**config.mk**
```make
export PLATFORM = sky130hd
export DESIGN_NAME = vga_sync_timer
export DESIGN_NICKNAME = d
export VERILOG_FILES = /design/src/rtl/vga_timing_pkg.sv /design/src/rtl/vga_axis_counter.sv /design/src/rtl/vga_sync_timer.sv
export SDC_FILE = /design/constraint.sdc
export NUM_CORES = 1
export LEC_CHECK = 0
export BUFFER_PORTS_ARGS = -buffer_cell sky130_fd_sc_hd__buf_4
export CAP_MARGIN = 20
export CORE_MARGIN = 8
export CORE_UTILIZATION = 58
export DETAILED_ROUTE_END_ITERATION = 8
export PLACE_DENSITY_LB_ADDON = 0.3
export REMOVE_ABC_BUFFERS = 1
export SLEW_MARGIN = 15
export SYNTH_ARGS = -nofsm -noshare
export SYNTH_HDL_FRONTEND = slang
export SYNTH_HIERARCHICAL = 1
export SYNTH_SLANG_ARGS = --single-unit
```
**constraint.sdc**
```tcl
create_clock -name clk -period 7.1 [get_ports clk]
set_input_delay 0.355 -clock clk [delete_from_list [all_inputs] [get_ports clk]]
set_output_delay 0.355 -clock clk [all_outputs]
set_load 0.01 [all_outputs]
```
**src/rtl/vga_timing_pkg.sv**
```systemverilog
// Purpose: shared 640x480 timing constants, axis-total helper and phase enum.
// Latency: none (declarations only).
// Backpressure: none.
package vga_timing_pkg;

    localparam int POS_W = 10;

    localparam int DEF_H_DISPLAY = 640;
    localparam int DEF_H_FRONT   = 16;
    localparam int DEF_H_SYNC    = 96;
    localparam int DEF_H_BACK    = 48;

    localparam int DEF_V_DISPLAY = 480;
    localparam int DEF_V_FRONT   = 10;
    localparam int DEF_V_SYNC    = 2;
    localparam int DEF_V_BACK    = 33;

    typedef enum logic [1:0] {
        ACTIVE,
        FRONT,
        SYNC,
        BACK
    } phase_t;

    function automatic int axis_total(input int display, input int front,
                                      input int sync, input int back);
        return display + front + sync + back;
    endfunction

    localparam int DEF_H_TOTAL = axis_total(DEF_H_DISPLAY, DEF_H_FRONT, DEF_H_SYNC, DEF_H_BACK);
    localparam int DEF_V_TOTAL = axis_total(DEF_V_DISPLAY, DEF_V_FRONT, DEF_V_SYNC, DEF_V_BACK);

endpackage

```
**src/rtl/vga_axis_counter.sv**
```systemverilog
// Purpose: one timing axis -- position counter plus ACTIVE/FRONT/SYNC/BACK phase FSM.
// Latency: pos/phase update on the advancing edge; phase_nxt and wrap are combinational.
// Backpressure: state holds whenever advance is low.
module vga_axis_counter
    import vga_timing_pkg::*;
#(
    parameter int DISPLAY   = DEF_H_DISPLAY,
    parameter int FRONT_LEN = DEF_H_FRONT,
    parameter int SYNC_LEN  = DEF_H_SYNC,
    parameter int BACK_LEN  = DEF_H_BACK
) (
    input  logic             clk,
    input  logic             reset,
    input  logic             advance,
    output logic [POS_W-1:0] pos,
    output phase_t           phase,
    output phase_t           phase_nxt,
    output logic             wrap
);

    localparam int TOTAL = axis_total(DISPLAY, FRONT_LEN, SYNC_LEN, BACK_LEN);

    // Last position of each phase; the FSM leaves a phase on the edge that steps past it.
    localparam logic [POS_W-1:0] LAST      = POS_W'(TOTAL - 1);
    localparam logic [POS_W-1:0] ACT_END   = POS_W'(DISPLAY - 1);
    localparam logic [POS_W-1:0] FRONT_END = POS_W'(DISPLAY + FRONT_LEN - 1);
    localparam logic [POS_W-1:0] SYNC_END  = POS_W'(DISPLAY + FRONT_LEN + SYNC_LEN - 1);

    assign wrap = (pos == LAST);

    always_comb begin
        phase_nxt = phase;
        if (advance) begin
            case (phase)
                ACTIVE:  if (pos == ACT_END)   phase_nxt = FRONT;
                FRONT:   if (pos == FRONT_END) phase_nxt = SYNC;
                SYNC:    if (pos == SYNC_END)  phase_nxt = BACK;
                BACK:    if (wrap)             phase_nxt = ACTIVE;
                default:                       phase_nxt = ACTIVE;
            endcase
        end
    end

    always_ff @(posedge clk) begin
        if (reset) begin
            pos   <= '0;
            phase <= ACTIVE;
        end else if (advance) begin
            pos   <= wrap ? '0 : pos + POS_W'(1);
            phase <= phase_nxt;
        end
    end

endmodule

```
**src/rtl/vga_sync_timer.sv**
```systemverilog
// Purpose: VGA raster timer -- hpos/vpos, registered syncs, display enable, line/frame ticks, frame count.
// Latency: syncs registered from next phase, so zero skew against hpos/vpos.
// Backpressure: pix_en low freezes all state and outputs.
module vga_sync_timer
    import vga_timing_pkg::*;
#(
    parameter int H_DISPLAY = DEF_H_DISPLAY,
    parameter int H_FRONT   = DEF_H_FRONT,
    parameter int H_SYNC    = DEF_H_SYNC,
    parameter int H_BACK    = DEF_H_BACK,
    parameter int V_DISPLAY = DEF_V_DISPLAY,
    parameter int V_FRONT   = DEF_V_FRONT,
    parameter int V_SYNC    = DEF_V_SYNC,
    parameter int V_BACK    = DEF_V_BACK,
    parameter int SYNC_POL  = 0
) (
    input  logic       clk,
    input  logic       reset,
    input  logic       pix_en,
    output logic       hsync,
    output logic       vsync,
    output logic       display_on,
    output logic [9:0] hpos,
    output logic [9:0] vpos,
    output logic       line_tick,
    output logic       frame_tick,
    output logic [9:0] frame
);

    localparam logic SYNC_ON = (SYNC_POL != 0);

    phase_t h_phase;
    phase_t h_phase_nxt;
    phase_t v_phase;
    phase_t v_phase_nxt;
    logic   h_wrap;
    logic   v_wrap;
    logic   v_advance;

    assign v_advance = pix_en & h_wrap;

    vga_axis_counter #(
        .DISPLAY   (H_DISPLAY),
        .FRONT_LEN (H_FRONT),
        .SYNC_LEN  (H_SYNC),
        .BACK_LEN  (H_BACK)
    ) u_h_axis (
        .clk       (clk),
        .reset     (reset),
        .advance   (pix_en),
        .pos       (hpos),
        .phase     (h_phase),
        .phase_nxt (h_phase_nxt),
        .wrap      (h_wrap)
    );

    vga_axis_counter #(
        .DISPLAY   (V_DISPLAY),
        .FRONT_LEN (V_FRONT),
        .SYNC_LEN  (V_SYNC),
        .BACK_LEN  (V_BACK)
    ) u_v_axis (
        .clk       (clk),
        .reset     (reset),
        .advance   (v_advance),
        .pos       (vpos),
        .phase     (v_phase),
        .phase_nxt (v_phase_nxt),
        .wrap      (v_wrap)
    );

    always_ff @(posedge clk) begin
        if (reset) begin
            hsync <= ~SYNC_ON;
            vsync <= ~SYNC_ON;
            frame <= '0;
        end else begin
            hsync <= (h_phase_nxt == SYNC) ? SYNC_ON : ~SYNC_ON;
            vsync <= (v_phase_nxt == SYNC) ? SYNC_ON : ~SYNC_ON;
            if (v_advance && v_wrap) begin
                frame <= frame + 10'd1;
            end
        end
    end

    // Decoded from the registered phases so it lines up with hpos/vpos; blanked during reset.
    assign display_on = (h_phase == ACTIVE) && (v_phase == ACTIVE) && !reset;
    assign line_tick  = h_wrap;
    assign frame_tick = h_wrap & v_wrap;

endmodule

```
==> results of run 1 <==
## sequential cells by signal, indices dropped and copies added (netlist names)
signal / count
frame: 10
u_h_axis/pos: 10
u_v_axis/phase: 2
u_h_axis/phase: 2
hsync: 1
u_v_axis/pos: 10
vsync: 1
## cells by family (layout without fill, tap and decap cells)
logic type,Yosys count,after routing,synth area share (%)
and+or+nand+nor,102,102,32.6
AOI/OAI and AO/OA,33,33,12.6
buffers and inverters,16,54,3.54
DFF,36,36,38.5
muxes,4,4,2.27
adders and majority gates,5,5,3.34
xor gates and xnor gates,15,15,7.02
## cells in the final DEF, fill, tap and decap left out, types with 3 or more instances in the layout
cell type / n
xor2_1: 7
a21oi_1: 10
clkbuf_4: 5
nor2_1: 25
buf_4: 37
nand3b_1: 3
xnor2_1: 8
inv_1: 9
o21ai_0: 4
or3_1: 5
nand2_1: 11
or4_1: 7
o31ai_1: 6
ha_1: 5
dfxtp_1: 36
nand3_1: 9
nor4_1: 5
nor3_1: 7
nor2b_1: 3
nand4_1: 7
## final timing paths
path | endpoint | slack, ns
min | frame[2]$_SDFFE_PP0P_ | 0.36
min reg2reg | frame[6]$_SDFFE_PP0P_ | 0.51
max | vsync$_SDFF_PP1_ | 3.84
max reg2reg | vsync$_SDFF_PP1_ | 3.84
## power groups by stage
stage                     registers (µW)  logic, µW  clock network (µW)
after detailed placement             210       13.0                   0
after floorplan                      210       5.06                   0
after global placement               209       13.0                   0
after CTS                            205       13.1                 144
after global routing                 205       14.1                 155
final                                205       12.7                 142
## metal layers
metal  track usage (%)  part of all wire (%)  wire length [µm]  up-vias
met5                 0                     0                 0        -
met4              5.33                  0.84                35        0
met3              4.81                   5.2               218        4
met2              28.0                    48              2010       31
met1              18.8                    46              1910      804
li1                  -                     -                 -      852
## critical path, stage by stage (launching register included)
cell,delay [ns]
dfxtp_1,0.41
or3b_4,0.47
nor3_1,0.55
and2_2,0.38
nand3b_1,0.14
or4_1,0.53
o311ai_1,0.12
nor2_1,0.07
or3b_2,0.46
## through the flow
step | setup WS, ns | power, µW | cell area, µm²
2_1_floorplan | 3.94 | 215 | 1840
3_3_place_gp | 4.01 | 222 | 2170
3_5_place_dp | 3.90 | 223 | 2170
4_1_cts | 3.86 | 362 | 2250
5_1_grt | 3.65 | 374 | 2250
6_report | 3.84 | 359 | 2250
## cell type report
class / instances / area [µm²] / area share (%)
inverter: 9 / 33.8 / 1.50
clock buffer: 6 / 41.3 / 1.84
sequential: 36 / 721 / 32.1
timing repair buffer: 37 / 278 / 12.4
multi-input combinational: 159 / 1080 / 48.2
clock inverter: 2 / 35.0 / 1.56
tap: 44 / 55.1 / 2.45
==> results by group, run 1 <==
Power and ir drop
  • Clock share of power: 39.4%
  • Leakage: 0.000818 µW
  • Sw frac: 21.5%
  • P_int: 282 µW
  • Pwr Density: 160 mW/mm²
  • Logic pwr share: 3.5%
  • P_sw: 77.3 µW
  • VDD IR max: 0.127 mV
  • Reg power frac: 57.0%

Synth
  • Most frequent cell after synthesis: dfxtp_1
  • Area contributors post-synth: dfxtp_1 39%, nor2_1 5.0%, xnor2_1 3.7%, ha_1 3.3%, xor2_1 3.3%
  • Seq/Total Area, Yosys: 38.5%
  • EDFF count, synth: 0
  • Syn Inst Count: 211
  • Cell Area, Synth: 0.00187 mm²
  • Seq cells post-synth: 36
  • Yosys warnings: 6
  • Synth cell types: 52
  • Share of the synthesized area in the top cell type: 38.5%
  • Post-synth top cells: 36 x dfxtp_1, 25 x nor2_1, 11 x nand2_1
  • Yosys top cell by area: dfxtp_1
  • Primary FF master, synth: dfxtp_1
  • Mean Syn Cell Area: 8.87 µm²
  • Fraction of registers with async set/reset: 0%

Global route
  • Vias in the first global route: 1568
  • Tot GR Track Use: 16.3%
  • Antenna violations before repair: 0
  • Grt ovf: 0
  • Pin count of the biggest net entering global routing: 27
  • Global-route wire length before repair: 7050 µm

Cells and area
  • Antenna diodes: 0
  • Final nets: 256
  • Layout cells sized above 1: 24.1%
  • Layout area overhead: 20.1%
  • Finished Layout Cells: 293
  • Final Util: 73.6%
  • Fillcell total: 256

Clock tree
  • CTS Sinks: 36
  • CTS tree: built
  • Resized Gates After CTS: 0
  • # hold bufs at CTS: 0
  • CTS buffer count: 5
  • Clock Tree Buf Depth: 2
  • H-Tree Depth: 2
  • Post-CTS Setup Bufs: 0
  • Clk Latency, worst-skew pair: 0.33 ns
  • CTS clk-pin slew, worst paths: 0.12 ns
  • Clock Tree Root: clkbuf_4

Timing
  • Setup TNS: 0 ns
  • Max Clock Freq: 307 MHz
  • Relative slew margins: 58.3%
  • Skew final: 0.0162 ns
  • Worst slew pin tran: 0.621 ns
  • Final hold violation count: 0
  • Hold WS: 0.361 ns
  • Final min period: 3.26 ns
  • Setup-failing EPs final: 0
  • RSZ-0062 raised after global routing: no
  • Slew Limit Fails: 0
  • Tcrit/Tclk final: 45.9%

Worst setup path
  • WP data arrival: 3.47 ns
  • Critical path type: reg -> reg
  • Critical path startpoint category: register
  • Critical path origin: u_h_axis/pos[5]$_SDFFE_PP0P_
  • WP data required: 7.32 ns
  • Worst R2R Path Depth: 8
  • Crit Path Max Fanout: 10
  • Worst r2r src: u_h_axis/pos[5]$_SDFFE_PP0P_
  • Worst setup EP type: register

Detailed routing
  • WL final: 4170 µm
  • ANT nets after route: 0
  • DRC violations left: 0
  • Detailed Route Iter0 Violations: 160
  • Post-DR vias/cell: 5.77
  • Via count: 1691
  • Pre-antenna DRT Iters: 4
  • Routed length per instance: 14.2 µm

Floorplanning
  • Die Height: 72.8 µm
  • Row Count: 20
  • Core Box Area: 0.00305 mm²
  • Chip Width: 72.8 µm
  • Initial core utilization: 61.3%
  • Die Footprint: 0.00530 mm²
  • I/O pin count: 38

Worst hold path
  • Min-Delay Path Depth: 2
  • Tightest Hold Check Type: in -> reg
  • Min-delay src: reset

Placed design
  • Hpwl dp: 3000 µm
  • Count of port buffers added during placement: 37
  • Gpl congestion: 0.862
  • Placed instance count: 285

Run status
  • Status: finished clean

Job
  • Max cap viols: 0
Power figures use the tool's default switching activity.
==> inputs of run 2 (changes only) <==
--- a/config.mk
+++ b/config.mk
@@ -5,10 +5,11 @@
 export SDC_FILE = /design/constraint.sdc
 export NUM_CORES = 1
 export LEC_CHECK = 0
+export ABC_AREA = 1
 export BUFFER_PORTS_ARGS = -buffer_cell sky130_fd_sc_hd__buf_4
 export CAP_MARGIN = 20
 export CORE_MARGIN = 8
-export CORE_UTILIZATION = 58
+export CORE_UTILIZATION = 50
 export DETAILED_ROUTE_END_ITERATION = 8
 export PLACE_DENSITY_LB_ADDON = 0.3
 export REMOVE_ABC_BUFFERS = 1
==> constraint.sdc (replaced) <==
create_clock -name clk -period 2.94 [get_ports clk]
set_input_delay 0.147 -clock clk [delete_from_list [all_inputs] [get_ports clk]]
set_output_delay 0.147 -clock clk [all_outputs]
set_load 0.01 [all_outputs]
==> run 2 against run 1 <==
Effect of this change: register-to-register slack lost 3.1 ns; combinational power grew to 2.8 times the previous value; final cell count grew 33%; core utilization shrank 12 points; largest cell class unchanged; non-clock buffer count is the same; sequential share of layout area shrank 2.7 points; setup slack lost 3.1 ns; largest power group unchanged; sequential power grew 140%; critical endpoint unchanged; worst hold slack lost 0.19 ns.
==> results by group, run 2 <==
Run status
  • Status: finished clean

Worst hold path
  • Tightest Hold Check Type: in -> reg
  • Min-Delay Path Depth: 2 (unchanged)

Worst setup path
  • CP max stage cell: dfxtp_1
  • Crit Path Max Fanout: 9 (-1)
  • Worst Path Buf+Inv: 3 (+3)
  • CP Cell Sequence: nand2_1, nor2_1, nand4_1, inv_1, nand2_1, inv_1, nand2_1, nor2_1, nand2_1, nor2_1, nor2_1, nand2_1, inv_1, nand3b_1
  • Crit-path max cell delay: 0.49 ns (-0.06 ns)
  • Critical path type: reg -> reg
  • Critical Path Sink: vsync$_SDFF_PP1_
  • Capture point of the worst reg-to-reg path: vsync$_SDFF_PP1_
  • Critical path startpoint category: register
  • Worst R2R Path Depth: 14 (+6)
  • R2R Setup Slk: 0.78 ns (-3.06 ns)
  • CP Depth: 14 (+6)
  • Crit path top cell by count: nand2_1
  • Largest delay share family, worst path: simple AND/OR/NAND/NOR gates
  • Critical path origin: u_h_axis/pos[4]$_SDFFE_PP0P_
  • WP data arrival: 2.33 ns (-1.14 ns)
  • Worst r2r src: u_h_axis/pos[4]$_SDFFE_PP0P_
  • Worst setup EP type: register
  • WP data required: 3.11 ns (-4.21 ns)

Placed design
  • Placed instance count: 382 (+34%)
  • Hpwl dp: 3480 µm (+16%)
  • Pre-CTS setup slack: 0.817 ns (-3.08 ns)
  • Count of port buffers added during placement: 37 (unchanged)
  • Gpl congestion: 0.858 (-0.45%)

Synth
  • Area contributors post-synth: dfxtp_1 35%, nand2_1 12%, inv_1 8.6%, nor2_1 7.4%, nand3_1 5.9%
  • Synth cell types: 32 (-38%)
  • Yosys top cell by area: dfxtp_1
  • Seq cells post-synth: 36 (unchanged)
  • Syn Inst Count: 298 (+41%)
  • Primary FF master, synth: dfxtp_1
  • Seq/Total Area, Yosys: 35.3% (-3.2 points)
  • Cell Area, Synth: 0.00204 mm² (+9.2%)
  • EDFF count, synth: 0 (unchanged)
  • Share of the synthesized area in the top cell type: 35.3% (-3.2 points)
  • Yosys warnings: 6 (unchanged)
  • Mean Syn Cell Area: 6.85 µm² (-23%)
  • Most frequent cell after synthesis: nand2_1
  • Post-synth top cells: 63 x nand2_1, 47 x inv_1, 40 x nor2_1
  • Fraction of registers with async set/reset: 0% (unchanged)

Power and ir drop
  • VDD IR max: 0.220 mV (+74%)
  • Leakage: 0.00118 µW (+44%)
  • Pwr Density: 364 mW/mm² (+130%)

Detailed routing
  • DRC violations left: 0 (unchanged)
  • Pre-antenna DRT Iters: 4 (unchanged)
  • Detailed Route Iter0 Violations: 125 (-22%)
  • ANT nets after route: 0 (unchanged)
  • Via count: 1915 (+13%)
  • Routed length per instance: 11.7 µm (-18%)
  • WL final: 4550 µm (+8.9%)
  • Post-DR vias/cell: 4.91 (-15%)

Timing
  • Slew Limit Fails: 0 (unchanged)
  • Relative slew margins: 80.2% (+22 points)
  • Final hold violation count: 0 (unchanged)
  • Setup TNS: 0 ns (unchanged)
  • Worst setup margin: 0.781 ns (-3.06 ns)
  • Final min period: 2.16 ns (-1.10 ns)
  • Tcrit/Tclk final: 73.5% (+28 points)
  • Max Clock Freq: 463 MHz (+51%)
  • Skew final: 0.00650 ns (-0.00971 ns)
  • RSZ-0062 raised after global routing: no
  • Setup-failing EPs final: 0 (unchanged)
  • Worst slew pin tran: 0.296 ns (-0.325 ns)

Global route
  • Grt ovf: 0 (unchanged)
  • Global-route wire length before repair: 7600 µm (+7.7%)
  • Tot GR Track Use: 14.4% (-1.9 points)
  • Vias in the first global route: 1723 (+9.9%)
  • Pin count of the biggest net entering global routing: 17 (-37%)
  • Antenna violations before repair: 0 (unchanged)

Clock tree
  • Clk Latency, worst-skew pair: 0.29 ns (-0.04 ns)
  • CTS clk-pin slew, worst paths: 0.07 ns (-0.05 ns)
  • Resized Gates After CTS: 0 (unchanged)
  • Clock Tree Root: clkbuf_8
  • H-Tree Depth: 2 (unchanged)
  • CTS Sinks: 36 (unchanged)
  • # hold bufs at CTS: 0 (unchanged)
  • CTS buffer count: 5 (unchanged)
  • CTS tree: built
  • Clock Tree Buf Depth: 2 (unchanged)
  • Post-CTS Setup Bufs: 0 (unchanged)

Floorplanning
  • Row Count: 23 (+15%)
  • Die Footprint: 0.00638 mm² (+21%)
  • Initial core utilization: 51.4% (-9.9 points)
  • Core Box Area: 0.00397 mm² (+30%)
  • Die Height: 79.9 µm (+9.8%)
  • Chip Width: 79.9 µm (+9.8%)
  • I/O pin count: 38 (unchanged)

Cells and area
  • Layout cells sized above 1: 22.4% (-1.7 points)
  • Final nets: 347 (+36%)
  • Antenna diodes: 0 (unchanged)
  • Layout area overhead: 20.0%
  • Commonest non-fill, non-tap cell in the layout: nand2_1
  • Fillcell total: 390 (+52%)
  • Largest registers: frame x10, u_h_axis/pos x10, u_v_axis/pos x10
  • Final Util: 61.7% (-12 points)
  • Most frequent cells in the layout: 63 x nand2_1, 47 x inv_1, 40 x nor2_1
  • Finished Layout Cells: 390 (+33%)

Job
  • Max cap viols: 0 (unchanged)
## run 2: logic make-up (layout without fill, tap and decap cells)
kind of cell,Yosys count,after routing,share of synthesized area [%]
adder cells (fa/ha/maj),5,5,3.06
AO/OA/AOI/OAI,22,22,6.25
flip-flops,36,36,35.3
AND/OR/NAND/NOR,175,175,42.5
XOR/XNOR,4,4,1.72
multiplexers,1,1,0.490
buffers and inverters,55,97,10.7
## run 2: worst register-to-register path: stages, from the launching register on
cell	delay, ns
dfxtp_1	0.49
nand2_1	0.09
nor2_1	0.14
nand4_1	0.13
inv_1	0.18
nand2_1	0.07
inv_1	0.23
nand2_1	0.09
nor2_1	0.15
nand2_1	0.06
nor2_1	0.11
nor2_1	0.05
nand2_1	0.08
inv_1	0.04
nand3b_1	0.14
## run 2: area by class of cell
cell class              count  area (µm²)  area share [%]
multi-input cells         207        1100            45.0
flip-flops and latches     36         721            29.4
repair buffers             37         278            11.3
inverters                  52         195            7.97
clock buffers               8        90.1            3.68
well taps                  50        62.6            2.55
## run 2: metal layers
layer  global-route usage, %  wire (µm)
met3                    5.29        342
met4                    4.91         49
met1                    17.4       2080
met5                       0          0
met2                    22.9       2070
## run 2: worst min path at each step
stage	slack, ns	endpoint	start
finish	0.17	u_v_axis/pos[8]$_SDFFE_PP0P_	reset
global placement	0.46	u_h_axis/phase[0]$_SDFFE_PP0P_	reset
CTS	0.17	u_v_axis/pos[8]$_SDFFE_PP0P_	reset
global route	0.17	u_v_axis/pos[8]$_SDFFE_PP0P_	reset
detailed placement	0.47	u_v_axis/pos[8]$_SDFFE_PP0P_	reset
floorplan	0.21	u_h_axis/phase[0]$_SDFFE_PP0P_	reset
## run 2: report_power, final
group	total [µW]	internal, µW	leakage [µW]	switching, µW
registers	494	490	0.000290	3.73
clock network	363	191	0.0000455	172
logic	36.1	12.8	0.000839	23.3
## run 2: per-stage QoR
step | power [µW] | hold WS [ns] | area, µm²
final | 893 | 0.173 | 2450
after global routing | 929 | 0.175 | 2450
after CTS | 901 | 0.166 | 2450
after floorplan | 523 | 0.214 | 2020
after global placement | 541 | 0.465 | 2360
after detailed placement | 541 | 0.467 | 2360
==> inputs of run 3 (changes only) <==
--- a/config.mk
+++ b/config.mk
@@ -9,7 +9,7 @@
 export BUFFER_PORTS_ARGS = -buffer_cell sky130_fd_sc_hd__buf_4
 export CAP_MARGIN = 20
 export CORE_MARGIN = 8
-export CORE_UTILIZATION = 50
+export CORE_UTILIZATION = 55
 export DETAILED_ROUTE_END_ITERATION = 8
 export PLACE_DENSITY_LB_ADDON = 0.3
 export REMOVE_ABC_BUFFERS = 1
==> constraint.sdc (replaced) <==
create_clock -name clk -period 2.1 [get_ports clk]
set_input_delay 0.105 -clock clk [delete_from_list [all_inputs] [get_ports clk]]
set_output_delay 0.105 -clock clk [all_outputs]
set_load 0.01 [all_outputs]
==> run 3 against run 2 <==
Effect of this change: final area increased by 1.3%; non-clock buffer count rose by 3; register-to-register slack worse by 0.49 ns; die area is 7.3% lower; wire length increased by 2.2%; via count is 3.9% higher; flip-flop and latch count did not move; critical path depth fell by 1; worst hold slack got worse by 0.053 ns; highest routed layer unchanged.
==> results by group, run 3 (synthesized netlist as in run 2, its figures left out) <==
Cells and area
  • Finished Layout Cells: 391 (+0.26%)
  • Most frequent cells in the layout: 63 x nand2_1, 46 x inv_1, 40 x buf_4
  • Commonest non-fill, non-tap cell in the layout: nand2_1
  • Post-route cell area: 0.00248 mm² (+1.3%)
  • Layout area overhead: 21.5%
  • Final nets: 350 (+0.86%)
  • Antenna diodes: 0 (unchanged)
  • Largest registers: frame x10, u_h_axis/pos x10, u_v_axis/pos x10
  • Layout cells sized above 1: 24.8% (+2.4 points)

Global route
  • Pin count of the biggest net entering global routing: 17 (unchanged)
  • Global-route wire length before repair: 8150 µm (+7.3%)
  • Tot GR Track Use: 16.2% (+1.7 points)
  • Antenna violations before repair: 0 (unchanged)
  • Vias in the first global route: 1842 (+6.9%)
  • Grt ovf: 0 (unchanged)

Detailed routing
  • M1 wire length: 2060 µm (-0.82%)
  • WL final: 4650 µm (+2.2%)
  • Met2 WL: 2250 µm (+8.3%)
  • ANT nets after route: 0 (unchanged)
  • WL met3: 292 µm (-15%)
  • Via count: 1990 (+3.9%)
  • DRC violations left: 0 (unchanged)
  • Post-DR vias/cell: 5.09 (+3.7%)
  • Pre-antenna DRT Iters: 4 (unchanged)
  • Detailed Route Iter0 Violations: 156 (+25%)
  • Routed length per instance: 11.9 µm (+2.0%)
  • Max Used Layer: met4

Floorplanning
  • Chip Width: 76.9 µm (-3.7%)
  • Initial core utilization: 56.6% (+5.2 points)
  • I/O pin count: 38 (unchanged)
  • Row Count: 22 (-4.3%)
  • Die Height: 76.9 µm (-3.7%)
  • Core Box Area: 0.00361 mm² (-9.2%)
  • Die Footprint: 0.00592 mm² (-7.3%)

Timing
  • Final min period: 1.81 ns (-0.346 ns)
  • Tcrit/Tclk final: 86.3% (+13 points)
  • RSZ-0062 raised after global routing: no
  • Worst slew pin tran: 0.280 ns (-0.0161 ns)
  • Setup-failing EPs final: 0 (unchanged)
  • Setup TNS: 0 ns (unchanged)
  • Relative slew margins: 81.3% (+1.2 points)
  • Max Clock Freq: 552 MHz (+19%)
  • Final hold violation count: 0 (unchanged)
  • Skew final: 0.0103 ns (+0.00376 ns)
  • Slew Limit Fails: 0 (unchanged)

Clock tree
  • CTS tree: built
  • H-Tree Depth: 2 (unchanged)
  • Clk Latency, worst-skew pair: 0.29 ns (about the same)
  • CTS Sinks: 36 (unchanged)
  • Clock Tree Root: clkbuf_8
  • Resized Gates After CTS: 0 (unchanged)
  • Post-CTS Setup Bufs: 0 (unchanged)
  • # hold bufs at CTS: 0 (unchanged)
  • Clock Tree Buf Depth: 2 (unchanged)
  • CTS clk-pin slew, worst paths: 0.08 ns (about the same)
  • CTS buffer count: 5 (unchanged)

Worst setup path
  • Critical path type: reg -> reg
  • Crit path top cell by count: nand2_1
  • R2R Setup Slk: 0.29 ns (-0.49 ns)
  • WP data required: 2.27 ns (-0.84 ns)
  • CP max stage cell: dfxtp_1
  • Critical path startpoint category: register
  • Worst Path Buf+Inv: 3 (unchanged)
  • Crit-path max cell delay: 0.40 ns (-0.09 ns)
  • Largest delay share family, worst path: simple AND/OR/NAND/NOR gates
  • Crit Path Max Fanout: 9 (unchanged)
  • Worst setup EP type: register
  • CP Cell Sequence: ha_1, nand4_1, inv_1, nand2_1, inv_4, nand2_1, nor2_2, nand2_1, nor2_1, nor2_1, nand2_1, inv_1, nand3b_1
  • WP data arrival: 1.98 ns (-0.35 ns)

Job
  • Max cap viols: 0 (unchanged)

Placed design
  • Count of port buffers added during placement: 37 (unchanged)
  • Area after DPL: 0.00238 mm² (+0.85%)
  • Placed instance count: 383 (+0.26%)
  • Hpwl dp: 3590 µm (+3.1%)
  • Gpl congestion: 0.966 (+13%)

Worst hold path
  • Tightest Hold Check Type: in -> reg

Power and ir drop
  • Leakage: 0.00119 µW (+1.1%)
  • Overall power: 1250 µW (+40%)
  • VDD IR max: 0.334 mV (+52%)
  • Pwr Density: 503 mW/mm² (+38%)

Run status
  • Status: finished clean
[run 3: final timing paths]
| path | from | end | cells past startpoint |
|---|---|---|---|
| max | u_h_axis/pos[0]$_SDFFE_PP0P_ | vsync$_SDFF_PP1_ | 13 |
| max reg2reg | u_h_axis/pos[0]$_SDFFE_PP0P_ | vsync$_SDFF_PP1_ | 13 |
| min reg2reg | frame[1]$_SDFFE_PP0P_ | frame[1]$_SDFFE_PP0P_ | 2 |
| min | pix_en | u_h_axis/pos[1]$_SDFFE_PP0P_ | 2 |
[run 3: through the flow]
stage          utilization, %  worst slack [ns]  hold WS (ns)
6_report                 68.8             0.287         0.120
5_1_grt                  68.8           0.00187         0.130
4_1_cts                  68.5             0.128         0.121
3_5_place_dp             66.0             0.149         0.428
3_3_place_gp             66.0             0.206         0.426
2_1_floorplan               -             0.144         0.172
[run 3: final cells by class]
type / instances / area [µm²]
Clock buffer: 8 / 90.1
Inverter: 52 / 198
Sequential cell: 36 / 724
Timing Repair Buffer: 40 / 300
Fill cell: 322 / 1120
Tap cell: 48 / 60.1
Multi-Input combinational cell: 207 / 1110
[run 3: metal layers]
metal / up-vias / GRT usage [%]
li1: 1029 / -
met1: 891 / 19.0
met2: 63 / 27.4
met3: 7 / 4.90
met4: 0 / 4.62
met5: - / 0
[run 3: power breakdown]
| group | internal, µW | switching [µW] |
|---|---|---|
| Clock | 268 | 239 |
| Sequential | 687 | 5.00 |
| Combinational | 17.8 | 32.3 |
